==> src/rtl/sipo_rx.sv <==
// Serial-in/parallel-out receiver: assembles MSB-first framed words and hands
// them off through a single-entry valid/ready holding register.
module sipo_rx #(
  parameter int WIDTH = 4
) (
  input  logic             clk,
  input  logic             rst,
  input  logic             sin,
  input  logic             sin_en,
  input  logic             sof,
  output logic [WIDTH-1:0] dout,
  output logic             dout_valid,
  input  logic             dout_ready,
  output logic             busy,
  output logic             overrun,
  output logic             frame_err
);

  localparam int CW = $clog2(WIDTH + 1);

  localparam logic [0:0] IDLE  = 1'b0;
  localparam logic [0:0] SHIFT = 1'b1;

  logic [0:0]       state;
  logic [CW-1:0]    cnt;
  logic [WIDTH-1:0] sreg;
  logic [WIDTH-1:0] word;
  logic             restart;
  logic             complete;

  assign word     = {sreg[WIDTH-2:0], sin};
  assign restart  = sin_en & sof;
  // sof always starts a word, so it can never be the completing strobe
  assign complete = sin_en & ~sof & (state == SHIFT) & (cnt == CW'(WIDTH - 1));
  assign busy     = (state == SHIFT);

  always_ff @(posedge clk or negedge rst) begin
    if (!rst) begin
      state     <= IDLE;
      cnt       <= '0;
      sreg      <= '0;
      frame_err <= 1'b0;
    end else begin
      frame_err <= 1'b0;
      if (restart) begin
        sreg      <= {{(WIDTH-1){1'b0}}, sin};
        cnt       <= CW'(1);
        state     <= SHIFT;
        frame_err <= (state == SHIFT);
      end else if (sin_en && state == SHIFT) begin
        sreg <= word;
        if (complete) begin
          cnt   <= '0;
          state <= IDLE;
        end else begin
          cnt <= cnt + CW'(1);
        end
      end
    end
  end

  // Holding register: a completion while the consumer stalls is dropped,
  // never overwriting the word it has not yet taken.
  always_ff @(posedge clk or negedge rst) begin
    if (!rst) begin
      dout       <= '0;
      dout_valid <= 1'b0;
      overrun    <= 1'b0;
    end else begin
      overrun <= 1'b0;
      if (complete) begin
        if (!dout_valid || dout_ready) begin
          dout       <= word;
          dout_valid <= 1'b1;
        end else begin
          overrun <= 1'b1;
        end
      end else if (dout_valid && dout_ready) begin
        dout_valid <= 1'b0;
      end
    end
  end

endmodule

==> config.mk <==
export PLATFORM = sky130hd
export DESIGN_NAME = sipo_rx
export DESIGN_NICKNAME = d
export VERILOG_FILES = /design/src/rtl/sipo_rx.sv
export SDC_FILE = /design/constraint.sdc
export NUM_CORES = 1
export LEC_CHECK = 0
export CAP_MARGIN = 25
export CELL_PAD_IN_SITES_DETAIL_PLACEMENT = 0
export CELL_PAD_IN_SITES_GLOBAL_PLACEMENT = 1
export CORE_MARGIN = 4
export CORE_UTILIZATION = 35
export DETAILED_ROUTE_END_ITERATION = 10
export GPL_TIMING_DRIVEN = 0
export PLACE_DENSITY = 0.75
export SLEW_MARGIN = 25
export SYNTH_ARGS = -nofsm -noshare
export SYNTH_HDL_FRONTEND = slang
export SYNTH_SLANG_ARGS = --single-unit
==> constraint.sdc <==
create_clock -name clk -period 1.6 [get_ports clk]
set_input_delay 0.24 -clock clk [delete_from_list [all_inputs] [get_ports clk]]
set_output_delay 0.24 -clock clk [all_outputs]
set_load 0.1 [all_outputs]
* Word-level counts from Yosys, hierarchy flattened
Index checks and enable logic that the tools add are counted.
** Storage, ports and cells
- Input bits :: 6
- Bits in registers :: 14
- Output and inout port bits :: 8
- Word-level logic and storage cells :: 39
** Cells by class
- Add/sub/neg operators :: 1
- Reductions and logical operators :: 10
- Eq/ne operators :: 2
- Bitwise operators :: 5
- Muxes and demuxes :: 14
** Operators with widths (count)
- $mux W3 :: 5
- $mux W1 :: 9
- $reduce_and A2 Y1 :: 3
- $reduce_bool A2 Y1 :: 3
- $and A1 B1 Y1 :: 4
- $add A3 B1 Y3 const B :: 1
- $eq A3 B2 Y1 const B :: 1
- $logic_and A1 B1 Y1 :: 2
- $ne A2 B1 Y1 const B :: 1
- $logic_not A1 Y1 :: 1
- $logic_or A1 B1 Y1 :: 1
- $not A1 Y1 :: 1

* Longest topological paths before layout
- Depth in word-level cells :: 7
- Gate-level depth with buffers :: 4

* Worst setup path after synthesis
Ideal clock, no wire load.
- Path kind :: flip-flop to flip-flop
- From :: reg state, in the netlist busy
- To :: reg dout[0]
- Slack :: -317 ps
- Cell stages (with the launch flop) :: 4
- Arrival time :: 1792 ps
- Library setup time :: 125 ps
- Required time :: 1475 ps
- Buffers on the path :: 0
- Cell sequence :: dfrtp_1 > nand2_2 > nor4b_4 > mux2_2
** On the way
- Word-level cells in the longest chain between the ends :: 3
** RTL lines
- start, declared :: RTL line 24 : logic [0:0] state;
- start signal, assigned :: RTL line 39 : state <= IDLE;
- start signal, assigned :: RTL line 48 : state <= SHIFT;
- start signal, assigned :: RTL line 54 : state <= IDLE;
- $and A1 B1 Y1 (2 in series) :: RTL line 34 : assign complete = sin_en & ~sof & (state == SHIFT) & (cnt == CW'(WIDTH - 1));
- $reduce_and A2 Y1 (no source line)
- end signal, assigned :: RTL line 73 : dout <= word;
- end, declared :: RTL line 11 : output logic [WIDTH-1:0] dout,
No other way between the ends.
A chain may end at the register's enable or synchronous reset.

* Final worst setup path
- From :: reg state, in the netlist busy
- To :: out busy
** RTL lines
- end, declared :: RTL line 14 : output logic busy,
No word-level cell between the ends.

==> results.yml <==
run_status:
  status: "complete, no violations"
job:
  cap_violations: 0
worst_setup_path:
  critPathArrivalTime_ns: 1.27
  cpPeakStageDelay_ns: 0.56
  critPathCaptureType: "output port"
  crit_family: "buffers and inverters"
  worstPathRequired_ns: 1.36
  slowest_stage: "clkdlybuf4s15_2"
  worstPathCellList: "clkdlybuf4s15_2"
  start_kind: "flop"
  critPathBufInv: 1
  critPathKind: "reg -> out"
  crit_fanout: 4
clock_network:
  cts_root_buf: "clkbuf_4"
  cts.clk_slew.worst_paths_ns: 0.09
  clock-sinks: 14
  cts_hold_buf: 0
  cts_made_buffers: 3
  cts_tree: "built"
  clockBufferDepth: 2
  htreeDepth: 1
  worst_skew_pair.late_latency_ns: 0.27
timing:
  finalSetupViolCount: 0
  fmax_mhz: 664.4
  holdWs_ns: 0.3521
  slew_headroom_pct: 57.86
  period_needed_ns: 1.505
  fin_worst_skew_ns: 0.01063
  drv_slew: 0
  hold_violations: 0
  rsz0062_at_grt: "no"
  period_share_pct: 94.08
  worstMarginPinSlew_ns: 0.6302
grt:
  grt_usage_pct: 10.53
  antenna_found_initial: 0
  grt_pass1_vias: 447
  grt_pass1_wl_mm: 1.987
  grt_max_degree: 15
  gr-total-overflow: 0
floorplan:
  core_sq_um: 1577
  start_util_pct: 38.65
  die-width_microns: 49.73
  io_pins: 14
  row_count: 14
  die_y_microns: 49.73
  die-area_sq_um: 2473
detailed_routing:
  wirelength_mm: 1.161
  wl_per_cell_microns: 13.66
  drtPass1Iterations: 4
  drtIter0Drc: 4
  viasPerCell: 5.212
  vias: 443
  drc: 0
  ant_nets: 0
power:
  comb_power_share_pct: 54.3
  sw_frac_of_total_pct: 51.16
  seqPwrFrac_pct: 33.2
  clockPowerShare_pct: 12.5
  cell_internal_pwr_uw: 792.4
  power_leakage_uw: 0.0003573
  peakVddDrop_v: 0.0009129
  power_density_nw_per_um2: 1968
  netSwitchingPower_uw: 830.1
final_layout:
  multi_input_comb_area_sq_um: 261.5
  n_antenna_cell: 0
  n_fill_cell: 149
  fin_nets: 77
  drive_above_1_share_pct: 36.23
  area_growth_pct: 35.32
  final_core_util_pct: 52.30
  final_area_sq_um: 824.5
  regArea_sq_um: 355.3
logic_synthesis:
  ys_seq_area_share_pct: 57.49
  postSynthCellCount: 51
  syn_area_sq_um: 609.3
  synth_seq_cells: 14
  synth.net_count: 58
  avgSynthCellArea_sq_um: 11.95
  ys_warn_count: 0
  yosysUniqueCellTypes: 20
place:
  portBuffers: 13
  place_hpwl_microns: 809.6
  place.gp.congestion: 0.6823
  placed_area_sq_um: 764.5
hold_path:
  hold_class: "in -> async"
## cells in the mapped netlist
library cell | count | share of area, %
nand2b_2 | 1 | 1.4
nand4_1 | 1 | 1.0
nor2b_1 | 2 | 2.1
and3_2 | 1 | 1.2
nand2_1 | 4 | 2.5
o2bb2ai_1 | 2 | 2.9
mux2_2 | 5 | 9.2
a31oi_1 | 3 | 3.1
or3_2 | 1 | 1.2
o21ai_0 | 5 | 4.1
dfrtp_1 | 14 | 57
ha_1 | 1 | 2.1
o21a_1 | 1 | 1.2
nand2_2 | 1 | 1.0
nor2_1 | 2 | 1.2
nand2b_1 | 1 | 1.0
inv_1 | 2 | 1.2
clkbuf_1 | 2 | 1.2
nor4b_4 | 1 | 3.9
a21oi_1 | 1 | 0.82
## power by group through the flow
stage | clock network (uW) | registers (uW) | logic, uW
finish | 202 | 539 | 881
global route | 226 | 555 | 927
CTS | 210 | 530 | 864
detailed placement | 0 | 536 | 880
global placement | 0 | 534 | 872
floorplan | 0 | 1010 | 200
## what timing repair did
item                                    4_1_cts  5_1_grt
setup buffers                                 1        0
endpoints found under the setup margin       12        4
pin swaps                                     1        1
gates resized for setup                      25        3
## worst paths after layout
kind                               startpoint                  end  slack [ns]  depth (start not counted)
max in group asynchronous                 rst     busy$_DFFE_PN0P_        0.79                          1
setup / recovery             busy$_DFFE_PN0P_                 busy        0.09                          1
hold / removal                            rst    overrun$_DFF_PN0_        0.35                          1
setup reg to reg           cnt[0]$_DFFE_PN0P_  dout[1]$_DFFE_PN0P_        0.10                          5
min in group clk                       sin_en     busy$_DFFE_PN0P_        0.47                          3
hold reg to reg            cnt[2]$_DFFE_PN0P_   cnt[2]$_DFFE_PN0P_        0.50                          1
## flip-flops by register name (all words and copies together), names as in the netlist
name / cells
dout_valid: 1
overrun: 1
dout: 4
busy: 1
sreg: 3
cnt: 3
frame_err: 1
## area by class of cell
type | instances | share of cell area (%)
sequential | 14 | 43.10
timing repair buffer | 14 | 17.75
clock buffer | 4 | 3.187
buffer | 2 | 0.9105
tap | 16 | 2.428
inverter | 2 | 0.9105
multi-input combinational | 33 | 31.71
## placed cells by master, fill, tap and decap left out, drive strengths merged, types with 3 or more instances in the layout
cell type and count:
dfrtp 14, nand2 5, mux2 5, o21ai 5
clkdlybuf4s15 8, a31oi 3, clkbuf 6, clkdlybuf4s50 4
## kinds of logic (layout without fill, tap and decap cells)
kind of cell    Yosys count  in the layout  synth area share [%]
compound gates           12             12                 12.11
fa+ha+maj                 1              1                 2.053
buf+inv                   4             22                 2.465
flops                    14             14                 57.50
mux                       5              5                 9.240
simple gates             15             15                 16.63
## metrics by stage
step           instances  TNS [ns]  setup WS (ns)  power, uW
3_5_place_dp          80    -2.148        -0.2979       1416
6_report              85         0        0.09478       1623
3_3_place_gp          80    -2.047        -0.2780       1406
2_1_floorplan         51         0        0.05392       1208
5_1_grt               85         0        0.03837       1708
4_1_cts               85         0        0.05459       1604
## worst reg2reg max path: cells and delay by family (launching register included)
kind,cells,cell delay (ns)
flops,1,0.42
fa+ha+maj,1,0.17
buf+inv,1,0.17
mux,1,0.33
simple gates,2,0.28
## per-layer routing
metal  vias up  global-route usage [%]  share of wire (%)
met5         -                       0                  0
met4         0                   5.530               0.86
met3         2                   3.614                6.1
met2         9                   16.52                 46
met1       215                   12.62                 47
li1        217                       -                  -
(Power assumes the default switching activity.)
